===== src/rtl/oled_pkg.sv =====
// oled_pkg: shared state encoding and command ROM contents for the OLED power-up sequencer.
package oled_pkg;

    typedef enum logic [3:0] {
        S_OFF,
        S_VDD_WAIT,
        S_RES_LOW,
        S_RES_WAIT,
        S_CMD_A,
        S_VBAT_WAIT,
        S_CMD_B,
        S_READY,
        S_SD_CMD,
        S_SD_VBAT
    } state_t;

    localparam int CMD_A_LEN = 5;
    localparam int CMD_B_LEN = 5;
    localparam logic [0:CMD_A_LEN-1][7:0] CMD_A = {8'hAE, 8'h8D, 8'h14, 8'hD9, 8'hF1};
    localparam logic [0:CMD_B_LEN-1][7:0] CMD_B = {8'hA1, 8'hC8, 8'hDA, 8'h20, 8'hAF};
    localparam logic [7:0] DISP_OFF = 8'hAE;

    // Any burst state other than the two init bursts is the single-byte display-off burst.
    function automatic logic [7:0] rom_byte(input state_t s, input logic [2:0] i);
        return s == S_CMD_A ? CMD_A[i] : s == S_CMD_B ? CMD_B[i] : DISP_OFF;
    endfunction

    function automatic logic [2:0] rom_last(input state_t s);
        return s == S_CMD_A ? 3'(CMD_A_LEN - 1) : s == S_CMD_B ? 3'(CMD_B_LEN - 1) : 3'd0;
    endfunction

endpackage


===== src/rtl/oled_delay_timer.sv =====
// oled_delay_timer: loadable down-counter; done is high while the count reads zero.
module oled_delay_timer #(
    parameter int CNT_W = 32
) (
    input  logic             clk,
    input  logic             reset_n,
    input  logic             load,
    input  logic [CNT_W-1:0] value,
    output logic             done
);

    logic [CNT_W-1:0] count;

    always_ff @(posedge clk or negedge reset_n) begin
        if (!reset_n)
            count <= '0;
        else if (load)
            count <= value;
        else if (count != '0)
            count <= count - 1'b1;
    end

    assign done = count == '0;

endmodule


===== src/rtl/oled_init_sequencer.sv =====
// oled_init_sequencer: OLED rail/reset/command bring-up, then pass-through of the user byte stream.
// Optional power-down sequence on shutdown_req is enabled by defining OLED_SHUTDOWN_EN.
module oled_init_sequencer
    import oled_pkg::*;
#(
    parameter int CLK_FREQ       = 50_000_000,
    parameter int VDD_DELAY_CYC  = CLK_FREQ / 1000,
    parameter int RES_PULSE_CYC  = CLK_FREQ / 200000,
    parameter int VBAT_DELAY_CYC = CLK_FREQ / 10,
    parameter int CNT_W          = 32
) (
    input  logic       clk,
    input  logic       reset_n,
    input  logic       start,
    input  logic       shutdown_req,
    input  logic       user_valid,
    input  logic [7:0] user_data,
    input  logic       user_dc,
    output logic       user_ready,
    output logic       tx_valid,
    output logic [7:0] tx_data,
    output logic       tx_dc,
    input  logic       tx_ready,
    input  logic       tx_idle,
    output logic       oled_vdd,
    output logic       oled_vbat,
    output logic       oled_res,
    output logic       init_done
);

    localparam logic [CNT_W-1:0] VDD_V  = CNT_W'(VDD_DELAY_CYC - 1);
    localparam logic [CNT_W-1:0] RES_V  = CNT_W'(RES_PULSE_CYC - 1);
    localparam logic [CNT_W-1:0] VBAT_V = CNT_W'(VBAT_DELAY_CYC - 1);

    state_t           state;
    logic             tx_valid_r;
    logic [7:0]       tx_data_r;
    logic [2:0]       idx;
    logic [1:0]       guard;
    logic             ready_st;
    logic             burst_st;
    logic             accept;
    logic             burst_done;
    logic             tmr_load;
    logic [CNT_W-1:0] tmr_value;
    logic             tmr_done;

    assign ready_st   = state == S_READY;
    assign burst_st   = state == S_CMD_A || state == S_CMD_B || state == S_SD_CMD;
    assign accept     = tx_valid_r && tx_ready;
    assign burst_done = burst_st && !tx_valid_r && guard == 2'd0 && tx_idle;

    assign tx_valid   = ready_st ? user_valid : tx_valid_r;
    assign tx_data    = ready_st ? user_data : tx_data_r;
    assign tx_dc      = ready_st && user_dc;
    assign user_ready = ready_st && tx_ready;

    // The timer is loaded on the same edge that enters a delay state, so an N-cycle wait loads N-1.
    assign tmr_load  = (state == S_OFF && start)
                     || ((state == S_VDD_WAIT || state == S_RES_LOW) && tmr_done)
                     || ((state == S_CMD_A || state == S_SD_CMD) && burst_done);
    assign tmr_value = state == S_OFF ? VDD_V
                     : (state == S_CMD_A || state == S_SD_CMD) ? VBAT_V : RES_V;

    oled_delay_timer #(.CNT_W(CNT_W)) u_timer (
        .clk     (clk),
        .reset_n (reset_n),
        .load    (tmr_load),
        .value   (tmr_value),
        .done    (tmr_done)
    );

`ifndef OLED_SHUTDOWN_EN
    logic unused_shutdown;
    assign unused_shutdown = shutdown_req;
`endif

    always_ff @(posedge clk or negedge reset_n) begin
        if (!reset_n) begin
            state      <= S_OFF;
            tx_valid_r <= 1'b0;
            tx_data_r  <= 8'h00;
            idx        <= 3'd0;
            guard      <= 2'd0;
            oled_vdd   <= 1'b0;
            oled_vbat  <= 1'b0;
            oled_res   <= 1'b1;
            init_done  <= 1'b0;
        end else begin
            case (state)
                S_OFF: if (start) begin
                    state    <= S_VDD_WAIT;
                    oled_vdd <= 1'b1;
                end
                S_VDD_WAIT: if (tmr_done) begin
                    state    <= S_RES_LOW;
                    oled_res <= 1'b0;
                end
                S_RES_LOW: if (tmr_done) begin
                    state    <= S_RES_WAIT;
                    oled_res <= 1'b1;
                end
                S_RES_WAIT: if (tmr_done) begin
                    state      <= S_CMD_A;
                    tx_valid_r <= 1'b1;
                    tx_data_r  <= rom_byte(S_CMD_A, 3'd0);
                    idx        <= 3'd0;
                end
                S_VBAT_WAIT: if (tmr_done) begin
                    state      <= S_CMD_B;
                    tx_valid_r <= 1'b1;
                    tx_data_r  <= rom_byte(S_CMD_B, 3'd0);
                    idx        <= 3'd0;
                end
                // After the last accept the serializer may not yet report busy, so tx_idle is masked for two cycles.
                S_CMD_A, S_CMD_B, S_SD_CMD: begin
                    if (accept) begin
                        if (idx == rom_last(state)) begin
                            tx_valid_r <= 1'b0;
                            guard      <= 2'd2;
                        end else begin
                            idx       <= idx + 3'd1;
                            tx_data_r <= rom_byte(state, idx + 3'd1);
                        end
                    end else if (guard != 2'd0) begin
                        guard <= guard - 2'd1;
                    end else if (burst_done) begin
                        state     <= state == S_CMD_A ? S_VBAT_WAIT : state == S_CMD_B ? S_READY : S_SD_VBAT;
                        oled_vbat <= state != S_SD_CMD;
                        init_done <= state == S_CMD_B;
                    end
                end
`ifdef OLED_SHUTDOWN_EN
                S_READY: if (shutdown_req) begin
                    state      <= S_SD_CMD;
                    init_done  <= 1'b0;
                    tx_valid_r <= 1'b1;
                    tx_data_r  <= DISP_OFF;
                    idx        <= 3'd0;
                end
                S_SD_VBAT: if (tmr_done) begin
                    state    <= S_OFF;
                    oled_vdd <= 1'b0;
                end
`endif
                default: ;
            endcase
        end
    end

endmodule

===== config.mk =====
export PLATFORM = sky130hd
export DESIGN_NAME = oled_init_sequencer
export DESIGN_NICKNAME = d
export VERILOG_FILES = /design/src/rtl/oled_pkg.sv /design/src/rtl/oled_delay_timer.sv /design/src/rtl/oled_init_sequencer.sv
export SDC_FILE = /design/constraint.sdc
export NUM_CORES = 1
export LEC_CHECK = 0
export ABC_AREA = 1
export BUFFER_PORTS_ARGS = -buffer_cell sky130_fd_sc_hd__buf_4
export CORE_MARGIN = 2
export CORE_UTILIZATION = 39
export DETAILED_ROUTE_END_ITERATION = 8
export PLACE_DENSITY_LB_ADDON = 0.15
export SLEW_MARGIN = 20
export SYNTH_ARGS = -nofsm -noshare
export SYNTH_HDL_FRONTEND = slang
export SYNTH_SLANG_ARGS = --single-unit
export TNS_END_PERCENT = 5

===== constraint.sdc =====
create_clock -name clk -period 3.26 [get_ports clk]
set_clock_uncertainty 0.2 [all_clocks]
set_input_delay 0.163 -clock clk [delete_from_list [all_inputs] [get_ports clk]]
set_output_delay 0.163 -clock clk [all_outputs]
set_load 0.01 [all_outputs]

=== After elaboration in Yosys (flattened, before gate mapping) ===
Memory sizes are Yosys's and may differ from the RTL's.
Index checks and enable logic that the tools add are counted.

* $add $sub $neg: 3
* Order comparisons: 1
* Equality and inequality tests: 23
* Mux-type cells: 43
* Bitwise gates (word level): 3
* Reduce and logical (&&, ||, !) cells: 37

{| class="wikitable"
|+ Operators by type and width
! cell !! number
|-
| 8-bit two-way mux || 11
|-
| 32-bit two-way mux || 2
|-
| 23-bit two-way mux || 2
|-
| 4-bit two-way mux || 10
|-
| 32-bit zero test || 1
|-
| 32-bit nonzero test || 1
|-
| 32-bit by 1-bit subtractor with 32-bit output (second input constant) || 1
|-
| 4-bit one-hot mux with 6 select lines || 1
|-
| 8-bit one-hot mux with 3 select lines || 1
|-
| 2-bit != test (second input constant) || 11
|-
| 4-bit by 3-bit equality test with 1-bit output (second input constant) || 4
|-
| 3-bit two-way mux || 5
|-
| 4-bit AND reduction || 3
|-
| 2-bit nonzero test || 5
|-
| 1-bit logical AND || 9
|-
| 9-bit AND reduction || 1
|-
| 4-bit by 2-bit equality test with 1-bit output (second input constant) || 2
|-
| 1-bit logical OR || 6
|-
| 2-bit two-way mux || 3
|-
| 3-bit one-hot mux with 2 select lines || 1
|-
| 3-bit AND reduction || 2
|-
| 6-bit nonzero test || 1
|-
| 1-bit two-way mux || 5
|-
| 5-bit AND reduction || 1
|-
| 18 further kinds || 21
|}

* Register bits: 54
* ROM bits: 128
* Input port bits: 16
* Output and inout port bits: 15
* Word-level logic and storage cells: 122
* Memories: 2

{| class="wikitable"
|+ Memories
! memory !! depth !! bits a word !! read ports !! clocked after memory_dff !! write ports !! line !! RTL
|-
| (name not given) || 8 || 8 || 1 || 0 || 0 || oled_pkg.sv:25 || <nowiki>return s == S_CMD_A ? CMD_A[i] : s == S_CMD_B ? CMD_B[i] : DISP_OFF;</nowiki>
|-
| (name not given) || 8 || 8 || 1 || 0 || 0 || oled_pkg.sv:25 ||
|}

=== Logic depth before layout (Yosys ltp) ===
Gate-level depths: netlist of run 1.

* Word-level depth: 10
* Mapped depth: 14
* Mapped depth without buffers: 14

=== By module ===
Synthesis of run 1 repeated with hierarchy kept, for this count alone.

* Cell total of the unflattened synthesis: 556
* Area, all modules: 3836.2 um^2

{| class="wikitable"
|+ Modules (own cells, without submodules)
! module !! instances !! cells each !! area an instance (um^2) !! seq. area each (um^2)
|-
| oled_delay_timer || 1 || 327 || 2199.6 || 800.8
|-
| oled_init_sequencer || 1 || 229 || 1636.6 || 551.8
|}

=== Worst setup path after synthesis of run 1 ===
OpenSTA, ideal clock, no wires.

* Kind: reg-to-reg
* Start: register idx[0]
* End: register tx_data_r[5]
* Library setup time: 0.128 ns
* Data arrival time: 1.648 ns
* Required time: 2.932 ns
* Slack: 1.285 ns
* Stages on the path, launching flop included: 7
* Path buffers: 0
* Clock period less this slack: 1.975 ns
* Cells stage by stage: dfrtp_1 ha_1 inv_1 ha_1 or2_2 o32ai_1 o21ai_2

* Longest elaborated chain between the ends: 10
* Elaborated cells between the ends (all ways): 16
* Those cells by class: 1 x add/sub; 2 x eq/ne; 9 x mux; 1 x bitwise; 1 x reduce/logical; 2 x memory

{| class="wikitable"
|+ Ends and longest elaborated chain
! what !! line !! RTL
|-
| start, declared || oled_init_sequencer.sv:38 || <nowiki>logic [2:0] idx;</nowiki>
|-
| start signal, assigned || oled_init_sequencer.sv:122 || <nowiki>idx <= idx + 3'd1;</nowiki>
|-
| 3-bit by 1-bit adder with 3-bit output || oled_init_sequencer.sv:123 || <nowiki>tx_data_r <= rom_byte(state, idx + 3'd1);</nowiki>
|-
| 3-bit inverter with 4-bit output (implied by the code) || oled_pkg.sv:25 ||
|-
| memory 8 x 8 bit || n/a ||
|-
| 8-bit two-way mux (implied by the code) (2 in a row) || oled_pkg.sv:25 ||
|-
| 8-bit two-way mux (2 in a row) || oled_pkg.sv:25 ||
|-
| 8-bit two-way mux || oled_init_sequencer.sv:118 || <nowiki>if (idx == rom_last(state)) begin</nowiki>
|-
| 8-bit two-way mux || oled_init_sequencer.sv:117 || <nowiki>if (accept) begin</nowiki>
|-
| 8-bit one-hot mux with 3 select lines || oled_init_sequencer.sv:90 || <nowiki>case (state)</nowiki>
|-
| end signal, assigned || oled_init_sequencer.sv:106 || <nowiki>tx_data_r <= rom_byte(S_CMD_A, 3'd0);</nowiki>
|-
| end signal, assigned || oled_init_sequencer.sv:112 || <nowiki>tx_data_r <= rom_byte(S_CMD_B, 3'd0);</nowiki>
|-
| end signal, assigned || oled_init_sequencer.sv:123 ||
|-
| end, declared || oled_init_sequencer.sv:37 || <nowiki>logic [7:0] tx_data_r;</nowiki>
|}

Several ways; a longest one is shown, not always the timed one. The select of a mux whose other input is x is not followed.
A chain may end at the register's enable or synchronous reset.

=== Final worst setup path of run 1 ===
* Start: register u_timer.count[0]
* End: register u_timer.count[21]

* Longest elaborated chain between the ends: 5
* Elaborated cells between the ends (all ways): 9
* Those cells by class: 1 x add/sub; 2 x mux; 6 x reduce/logical

{| class="wikitable"
|+ Ends and longest elaborated chain
! what !! line !! RTL
|-
| start, declared || oled_delay_timer.sv:12 || <nowiki>logic [CNT_W-1:0] count;</nowiki>
|-
| start signal, assigned || oled_delay_timer.sv:18 || <nowiki>count <= value;</nowiki>
|-
| start signal, assigned || oled_delay_timer.sv:20 || <nowiki>count <= count - 1'b1;</nowiki>
|-
| parallel branches: the longest is 5 deep, another holds 32-bit by 1-bit subtractor with 32-bit output || n/a ||
|}

Parallel ways; which one is timed is not known. The select of a mux whose other input is x is not followed.

==> results of run 1 <==
## power groups by stage
stage | combinational, mW | clock, mW | sequential (mW)
2_1_floorplan | 1.06 | 0 | 0.980
3_3_place_gp | 1.37 | 0 | 1.02
3_5_place_dp | 1.39 | 0 | 1.02
4_1_cts | 1.39 | 0.482 | 1.01
5_1_grt | 1.59 | 0.504 | 1.04
6_report | 1.38 | 0.468 | 1.01
## flip-flops by register name, indices dropped and copies added (netlist names)
register,count
init_done,1
oled_res,1
oled_vdd,1
state,4
guard,2
idx,3
u_timer.count,32
oled_vbat,1
tx_valid_r,1
tx_data_r,8
## cell usage in the layout, fill, tap and decap left out, types with 2 or more instances in the layout
master,count
nor2_1,70
xnor2_1,7
nand2_4,2
o21bai_1,3
nor2_2,7
o211ai_1,2
nor2_4,4
nor3_2,5
clkbuf_8,5
or2_2,3
nor3_1,11
xor2_1,15
o31ai_1,2
nand2_1,105
dfrtp_1,53
o21ai_2,5
a211oi_1,2
a21oi_1,20
buf_4,30
nand3b_1,3
ha_1,10
mux2_2,10
inv_1,47
nand3_1,22
o21ai_0,13
inv_2,3
nand4_1,14
nand2_2,8
## layout make-up
cell class	count	area, um^2	share of cell area [%]
Tap cell	108	135	3.41
Clock buffer	6	72.6	1.83
Sequential cell	54	1350	34.1
Multi-Input combinational cell	351	1950	49.1
Clock inverter	2	37.5	0.946
Timing Repair Buffer	31	235	5.93
Inverter	50	188	4.73
## worst min path at each step
stage	to	depth (start not counted)	slack (ns)
6_report	guard[0]$_DFFE_PN0P_	4	0.02
3_3_place_gp	u_timer.count[31]$_DFFE_PN0P_	1	0.06
5_1_grt	tx_valid_r$_DFFE_PN0P_	6	0.09
4_1_cts	guard[0]$_DFFE_PN0P_	4	0.02
3_5_place_dp	u_timer.count[24]$_DFFE_PN0P_	1	0.07
2_1_floorplan	guard[0]$_DFFE_PN0P_	0	-0.33
## kinds of logic after synthesis
family,synth area share (%)
AND/OR/NAND/NOR,34.0
buffers and inverters,6.86
flip-flops,38.2
AO/OA/AOI/OAI,8.76
XOR/XNOR,5.44
multiplexers,3.18
adder cells (fa/ha/maj),3.53
## layer usage
layer	wire, um	part of all wire [%]	GRT usage [%]	up-vias
li1	-	-	-	1563
met4	103	1.2	5.58	0
met1	3910	47	24.6	1424
met5	0	0	0	-
met3	185	2.2	2.18	6
met2	4100	49	30.3	38
## worst min-delay path, stage by stage
cell and delay [ns]:
buf_4 0.08, nand2_1 0.09, nand3_1 0.09, o21ai_0 0.07
## through the flow
step	hold slack [ns]	instances	utilization (%)	total power, mW	area, um^2
after floorplan	-0.333	462	-	2.04	3540
after global placement	0.0621	593	43.9	2.39	3850
after detailed placement	0.0687	593	43.9	2.41	3850
after CTS	0.0215	602	45.3	2.88	3970
after global routing	0.0897	602	45.3	3.13	3970
final	0.0231	602	45.3	2.86	3970
## repair_timing
action                    4_1_cts  5_1_grt
gates resized for setup         0        0
hold endpoints to repair       53        0
hold buffers                    1        0
==> impl_metrics.env, run 1 <==
export IMPL_status="finished clean"
export IMPL_cts_sinks=54
export IMPL_wl_mm=8.30
export IMPL_p_sw_mw=1.26
export IMPL_ys_top_cells_by_area="dfrtp_1 37%, nand2_1 11%, nor2_1 7.4%"
export IMPL_tritoncts="built"
export IMPL_h_tree_depth=2
export IMPL_setup_tns_final_ns=0
export IMPL_finalNetCount=519
export IMPL_vias=3031
export IMPL_antenna_found_initial=0
export IMPL_worst_slew_pin_slew_ns=0.710
export IMPL_setup_viol=0
export IMPL_p_int_mw=1.61
export IMPL_power_density_mw_per_mm2=722
export IMPL_layout_area_overhead_vs_synth_pct=12.0
export IMPL_path_delay_family="simple AND/OR/NAND/NOR gates"
export IMPL_ys_types=39
export IMPL_overflow=0
export IMPL_ff2ff_setup_slack_ns=0.90
export IMPL_clk_latency_ns=0.31
export IMPL_seqPwrFrac_pct=35.3
export IMPL_ys_warn_count=0
export IMPL_viasPerCell=5.03
export IMPL_num_fill_cells=894
export IMPL_antenna_cells=0
export IMPL_cts_root_buf="clkbuf_8"
export IMPL_ir_worst_vdd_v=0.000350
export IMPL_finalMaxSlewViolations=0
export IMPL_crit_start="u_timer.count[0]$_DFFE_PN0P_"
export IMPL_portBuffers=29
export IMPL_critical_path_class="flip-flop to flip-flop"
export IMPL_p_leak_nw=2.03
export IMPL_drive_above_1_share_pct=17.6
export IMPL_swShare_pct=43.9
export IMPL_io_pins=31
export IMPL_path_cells="inv_1, ha_1, inv_1, nor2_1, nand2_1, nor2_1, nand2_1, nor2_4, nand2_2, nand3_4, inv_2, nand3_1, nor2_1"
export IMPL_synth_common_cells="105 x nand2_1, 70 x nor2_1, 53 x dfrtp_1, 47 x inv_1, 22 x nand3_1"
export IMPL_synthesis_area_mm2=0.00354
export IMPL_grt_start_max_net_pins=55
export IMPL_synth_ff_type="dfrtp_1"
export IMPL_max_stage_delay_ns=0.39
export IMPL_grt_pass1_vias=3001
export IMPL_crit_top_cell="nor2_1"
export IMPL_dieWidth_um=99.3
export IMPL_reg2reg_depth=13
export IMPL_synth_most_common_cell="nand2_1"
export IMPL_syn_avg_cell_area_um2=7.66
export IMPL_ys_seq_area_share_pct=38.2
export IMPL_rsz0062_at_grt="no"
export IMPL_syn_inst=462
export IMPL_synth_nets=488
export IMPL_postRouteAntennaNets=0
export IMPL_hold_class="input pin to flip-flop"
export IMPL_drt_iter0_markers=148
export IMPL_cp_data_arrival_time_ns=2.35
export IMPL_min_period_ns=2.36
export IMPL_ys_ff_latch=54
export IMPL_synth_top_area_share_pct=37.5
export IMPL_path_max_fanout=18
export IMPL_gr_usage_all_layers_pct=18.1
export IMPL_max_slew_margin_pct=52.7
export IMPL_rows=34
export IMPL_cts_made_buffers=5
export IMPL_place_ws_ns=0.900
export IMPL_max_freq_ghz=0.424
export IMPL_synth_edff_count=0
export IMPL_hold_viol_final=0
export IMPL_clk_pin_slew_ns=0.11
export IMPL_cp_depth=13
export IMPL_post_cts_buffers=0
export IMPL_first_pass_iters=4
export IMPL_die_area_mm2=0.00986
export IMPL_yosys_area_top_type="dfrtp_1"
export IMPL_start_util_pct=40.4
export IMPL_async_flop_share_pct=100
export IMPL_r2r_end="u_timer.count[21]$_DFFE_PN0P_"
export IMPL_max_cap_viol_count=0
export IMPL_gp_congestion=0.862
export IMPL_clock_power_share_pct=16.4
export IMPL_die_h_um=99.3
export IMPL_slowest_stage="dfrtp_1"
export IMPL_p_comb_share_pct=48.4
export IMPL_r2r_start="u_timer.count[0]$_DFFE_PN0P_"
export IMPL_worst_slack_ns=0.900
export IMPL_dp_hpwl_mm=6.25
export IMPL_grt_first_pass_wirelength_mm=14.3
export IMPL_clk_path_buf_depth=2
export IMPL_hold_path_startpoint="tx_ready"
export IMPL_critPathCaptureType="flip-flop"
export IMPL_finalCritPeriodShare_pct=72.4
export IMPL_crit_path_end="u_timer.count[21]$_DFFE_PN0P_"
export IMPL_critical_path_required_ns=3.25
export IMPL_wl_per_cell_um=13.8
export IMPL_remaining_drc_errors=0
export IMPL_core_area_mm2=0.00876
export IMPL_startpoint_type="flip-flop"
export IMPL_crit_buf_inv=3
(Power assumes the default switching activity.)
==> run 2: changes to the inputs <==
Settings changed: ABC_AREA 1 to 0.
Clock period 3.26 ns to 2.38 ns, I/O delays scaled along.
==> impl_metrics.env, run 2 <==
export IMPL_portBuffers=29
export IMPL_hold_depth=4
export IMPL_fin_cells=552
export IMPL_finalCritPeriodShare_pct=106
export IMPL_die_area_mm2=0.00929
export IMPL_startpoint_type="flip-flop"
export IMPL_wl_mm=8.52
export IMPL_start_util_pct=40.3
export IMPL_core_area_mm2=0.00826
export IMPL_synth_most_common_cell="dfrtp_1"
export IMPL_path_max_fanout=11
export IMPL_ff2ff_setup_slack_ns=-0.14
export IMPL_grt_start_max_net_pins=55
export IMPL_hold_class="input pin to flip-flop"
export IMPL_ys_top_cells_by_area="dfrtp_1 40%, mux2_2 4.1%, xor2_1 3.9%"
export IMPL_drt_iter0_markers=152
export IMPL_dieWidth_um=96.4
export IMPL_r2r_start="u_timer.count[15]$_DFFE_PN0P_"
export IMPL_final_core_util_pct=53.0
export IMPL_gr_usage_all_layers_pct=19.5
export IMPL_max_freq_ghz=0.396
export IMPL_min_period_ns=2.52
export IMPL_path_cells="or4_4, nand4bb_4, or3_4, o21a_1, buf_12, mux2_4"
export IMPL_ys_seq_area_share_pct=40.6
export IMPL_largest_register="u_timer.count"
export IMPL_power_density_mw_per_mm2=343
export IMPL_reg_top3="u_timer.count x32, tx_data_r x8, state x4"
export IMPL_ir_worst_vdd_v=0.000210
export IMPL_antenna_found_initial=0
export IMPL_critical_path_required_ns=2.38
export IMPL_ys_ff_latch=54
export IMPL_max_stage_delay_ns=0.53
export IMPL_clk_latency_ns=0.31
export IMPL_first_pass_iters=4
export IMPL_worst_slack_ns=-0.145
export IMPL_synth_edff_count=0
export IMPL_io_pins=31
export IMPL_final_common_cell="buf_4"
export IMPL_crit_start="u_timer.count[15]$_DFFE_PN0P_"
export IMPL_h_tree_depth=2
export IMPL_cts_made_buffers=5
export IMPL_gp_congestion=0.874
export IMPL_post_place_cells=535
export IMPL_ys_warn_count=0
export IMPL_critPathCaptureType="flip-flop"
export IMPL_remaining_drc_errors=0
export IMPL_critical_path_class="flip-flop to flip-flop"
export IMPL_vias=2982
export IMPL_synth_ff_type="dfrtp_1"
export IMPL_grt_pass1_vias=2755
export IMPL_finalMaxSlewViolations=0
export IMPL_synth_top_area_share_pct=39.8
export IMPL_worst_slew_pin_slew_ns=0.689
export IMPL_cts_root_buf="clkbuf_8"
export IMPL_dp_hpwl_mm=6.21
export IMPL_r2r_end="tx_data_r[1]$_DFFE_PN0P_"
export IMPL_ys_types=58
export IMPL_synth_common_cells="53 x dfrtp_1, 31 x nor2_1, 22 x nand2_1, 21 x a21oi_1, 21 x o21ai_0"
export IMPL_synthesis_area_mm2=0.00333
export IMPL_clk_pin_slew_ns=0.10
export IMPL_cp_data_arrival_time_ns=2.53
export IMPL_crit_buf_inv=1
export IMPL_path_delay_family="simple AND/OR/NAND/NOR gates"
export IMPL_slowest_stage="or4_4"
export IMPL_hold_viol_final=0
export IMPL_viasPerCell=5.40
export IMPL_drive_above_1_share_pct=32.2
export IMPL_max_slew_margin_pct=54.0
export IMPL_mostFrequentLayoutCells="92 x buf_4, 53 x dfrtp_1, 31 x nor2_1"
export IMPL_violations="setup timing"
export IMPL_p_leak_nw=2.08
export IMPL_postRouteAntennaNets=0
export IMPL_syn_inst=355
export IMPL_largest_reg_flops=32
export IMPL_tritoncts="built"
export IMPL_finalNetCount=472
export IMPL_max_cap_viol_count=0
export IMPL_crit_path_end="tx_data_r[1]$_DFFE_PN0P_"
export IMPL_num_fill_cells=776
export IMPL_synth_nets=381
export IMPL_syn_avg_cell_area_um2=9.38
export IMPL_place_ws_ns=-0.136
export IMPL_reg2reg_depth=6
export IMPL_status="finished with violations"
export IMPL_setup_viol=30
export IMPL_layout_area_overhead_vs_synth_pct=31.5
export IMPL_rsz0062_at_grt="yes"
export IMPL_cp_depth=6
export IMPL_clk_path_buf_depth=2
export IMPL_async_flop_share_pct=100
export IMPL_yosys_area_top_type="dfrtp_1"
export IMPL_grt_first_pass_wirelength_mm=14.0
export IMPL_overflow=0
export IMPL_wl_per_cell_um=15.4
export IMPL_rows=33
export IMPL_antenna_cells=0
export IMPL_cts_sinks=54
export IMPL_die_h_um=96.4
## run 2: cell count changes after synthesis, sizes merged, moves of 8 or more
cell    before  now
or4          0   10
nand3       24    6
or3          0    8
nand4       14    4
nand2      115   22
clkbuf       1   13
inv         50   16
nor2        81   31
## run 2: worst register-to-register path: cells and delay by family (launching register included)
kind            cells  cell delay, ns
flops               1            0.39
mux                 1            0.29
compound gates      1            0.21
buf+inv             1            0.15
simple gates        3            1.17
## run 2: routing by layer
metal / vias to the layer above / track usage (%) / routed length (um) / share of wire [%]
li1: 1476 / - / - / -
met1: 1442 / 29.5 / 4210 / 49
met2: 52 / 29.2 / 3890 / 46
met3: 12 / 2.72 / 287 / 3.4
met4: 0 / 5.05 / 130 / 1.5
met5: - / 0 / 0 / 0
## run 2: timing repair
item | CTS | global route
pin swaps | 3 | 4
hold buffers | 3 | 0
gates cloned | 0 | 1
setup buffers | 4 | 1
resized for setup | 10 | 8
endpoints found under the hold margin | 56 | 0
setup endpoints to repair | 41 | 43
## run 2: report_power, final
group	internal [mW]	leakage, nW	switching, mW
combinational	0.0197	1.36	0.0244
clock	0.236	0.0482	0.305
sequential	0.917	0.674	0
total	1.17	2.08	0.329
## run 2: cell type report
type | count | area [um^2] | area share [%]
inverters | 16 | 60.1 | 1.37
clock inverters | 1 | 5.00 | 0.114
flip-flops and latches | 54 | 1350 | 30.9
multi-input cells | 267 | 1910 | 43.7
clock buffers | 7 | 86.3 | 1.97
repair buffers | 102 | 831 | 19.0
well taps | 105 | 131 | 3.00
## run 2: cell families after synthesis
kind of cell,synth area share [%]
adders and majority gates,3.76
and+or+nand+nor,21.5
buffers and inverters,4.40
DFF,40.6
muxes,7.67
AOI/OAI and AO/OA,16.0
xor gates and xnor gates,6.05
## run 2: through the flow
| step | total power, mW | hold WS, ns | area, um^2 | TNS [ns] |
|---|---|---|---|---|
| 2_1_floorplan | 0.939 | -0.377 | 3340 | -9.77 |
| 3_3_place_gp | 0.976 | 0.0136 | 4100 | -1.88 |
| 3_5_place_dp | 0.977 | 0.0182 | 4100 | -2.58 |
| 4_1_cts | 1.52 | 0.150 | 4300 | -3.07 |
| 5_1_grt | 1.57 | 0.179 | 4380 | -6.08 |
| 6_report | 1.50 | 0.155 | 4380 | -3.43 |
## run 2: worst min-delay path by stage
stage	from	to	slack [ns]
floorplan	reset_n	guard[0]$_DFFE_PN0P_	-0.38
detailed placement	reset_n	tx_data_r[6]$_DFFE_PN0P_	0.02
CTS	tx_idle	init_done$_DFFE_PN0P_	0.15
global placement	reset_n	tx_data_r[5]$_DFFE_PN0P_	0.01
global route	tx_idle	init_done$_DFFE_PN0P_	0.18
finish	tx_idle	init_done$_DFFE_PN0P_	0.16
==> run 3: changes to the inputs <==
Settings changed: ABC_AREA 0 to 1.
==> impl_metrics.env, run 3 (synthesis gave the netlist of run 1 again) <==
export IMPL_status="finished clean"
export IMPL_tritoncts="built"
export IMPL_grt_pass1_vias=2915
export IMPL_overflow=0
export IMPL_largest_register="u_timer.count"
export IMPL_dieWidth_um=99.3
export IMPL_hold_viol_final=0
export IMPL_mostFrequentLayoutCells="105 x nand2_1, 70 x nor2_1, 53 x dfrtp_1"
export IMPL_r2r_start="idx[0]$_DFFE_PN0P_"
export IMPL_postRouteAntennaNets=0
export IMPL_gr_max_usage_layer="met2"
export IMPL_first_pass_iters=4
export IMPL_cts_root_buf="clkbuf_8"
export IMPL_start_util_pct=40.4
export IMPL_clk_path_buf_depth=2
export IMPL_path_max_fanout=11
export IMPL_portBuffers=29
export IMPL_setup_viol=0
export IMPL_reg_top3="u_timer.count x32, tx_data_r x8, state x4"
export IMPL_num_fill_cells=898
export IMPL_slowest_stage="dfrtp_1"
export IMPL_min_period_ns=2.19
export IMPL_drt_iter0_markers=103
export IMPL_setup_tns_final_ns=0
export IMPL_max_slew_margin_pct=53.4
export IMPL_vias=2965
export IMPL_remaining_drc_errors=0
export IMPL_max_stage_delay_ns=0.49
export IMPL_antenna_found_initial=0
export IMPL_p_leak_nw=2.06
export IMPL_io_pins=31
export IMPL_max_cap_viol_count=0
export IMPL_dp_hpwl_mm=6.32
export IMPL_crit_path_end="tx_data[0]"
export IMPL_h_tree_depth=2
export IMPL_hold_depth=4
export IMPL_grt_start_max_net_pins=55
export IMPL_antenna_cells=0
export IMPL_viasPerCell=4.89
export IMPL_finalNetCount=523
export IMPL_cp_data_arrival_time_ns=1.87
export IMPL_grtUsageMet2_pct=30.1
export IMPL_path_cells="nor2_4, nand2_1, mux2_2, buf_4"
export IMPL_power_density_mw_per_mm2=983
export IMPL_critical_path_class="flip-flop to output pin"
export IMPL_gp_congestion=0.860
export IMPL_ff2ff_setup_slack_ns=0.22
export IMPL_clk_pin_slew_ns=0.11
export IMPL_critPathCaptureType="output pin"
export IMPL_largest_reg_flops=32
export IMPL_ir_worst_vdd_v=0.000403
export IMPL_hold_class="input pin to flip-flop"
export IMPL_cts_made_buffers=5
export IMPL_crit_start="state[3]$_DFFE_PN0P_"
export IMPL_startpoint_type="flip-flop"
export IMPL_holdWs_ns=0.0530
export IMPL_core_area_mm2=0.00876
export IMPL_use_met3_pct=2.88
export IMPL_r2r_end="tx_data_r[5]$_DFFE_PN0P_"
export IMPL_reg2reg_depth=6
export IMPL_die_area_mm2=0.00986
export IMPL_layout_area_overhead_vs_synth_pct=13.1
export IMPL_worst_slew_pin_slew_ns=0.699
export IMPL_post_cts_buffers=0
export IMPL_critical_path_required_ns=2.06
export IMPL_final_common_cell="nand2_1"
export IMPL_use_met1_pct=22.7
export IMPL_finalCritPeriodShare_pct=92.0
export IMPL_gr_usage_all_layers_pct=17.6
export IMPL_die_h_um=99.3
export IMPL_rows=34
export IMPL_clk_latency_ns=0.32
export IMPL_cts_sinks=54
export IMPL_grt_first_pass_wirelength_mm=13.9
export IMPL_wl_per_cell_um=13.5
export IMPL_wl_mm=8.19
export IMPL_drive_above_1_share_pct=18.5
export IMPL_finalMaxSlewViolations=0
export IMPL_max_freq_ghz=0.457
export IMPL_rsz0062_at_grt="no"
run 3: what timing repair did:
item | in CTS | in global routing
hold buffers | 2 | 0
hold endpoints to repair | 56 | 0
endpoints found under the setup margin | 0 | 1
resized for setup | 0 | 1
run 3: worst min path at each step:
stage             from                            end  slack, ns
2_1_floorplan  reset_n           guard[0]$_DFFE_PN0P_      -0.38
3_3_place_gp   reset_n  u_timer.count[24]$_DFFE_PN0P_       0.02
3_5_place_dp   reset_n  u_timer.count[25]$_DFFE_PN0P_       0.02
4_1_cts          start   u_timer.count[2]$_DFFE_PN0P_       0.03
5_1_grt          start   u_timer.count[2]$_DFFE_PN0P_       0.05
6_report         start   u_timer.count[2]$_DFFE_PN0P_       0.05
run 3: where the power goes:
group          switching (mW)  internal, mW  total (mW)
Clock                   0.332         0.320       0.651
Combinational            1.17         0.738        1.91
Sequential              0.216          1.16        1.38
Total                    1.72          2.22        3.94
run 3: final cells by class:
cell class	count	area (um^2)	area share [%]
multi-input combinational	351	1950	48.6
sequential	54	1350	33.8
timing repair buffer	35	268	6.69
inverter	50	188	4.69
tap	108	135	3.37
clock buffer	5	68.8	1.72
clock inverter	3	47.5	1.19
run 3: worst max-delay path: cells and delay by family (launching register included):
family                 cells  cell delay [ns]
AND/OR/NAND/NOR            2             0.54
flip-flops                 1             0.49
multiplexers               1             0.38
buffers and inverters      1             0.14
run 3: routing by layer:
metal	routed length [um]	up-vias
li1	-	1562
met1	3860	1353
met2	3960	42
met3	248	8
met4	114	0
met5	0	-
run 3: per-stage QoR:
stage                     instances  setup WS (ns)  instance area (um^2)  util (%)  total power [mW]
after CTS                       606          0.149                  4010      45.7              3.98
after floorplan                 462          0.405                  3540         -              2.80
final                           606          0.190                  4010      45.7              3.94
after global placement          596          0.239                  3870      44.1              3.29
after global routing            606        0.00715                  4010      45.7              4.32
after detailed placement        596          0.199                  3870      44.1              3.31
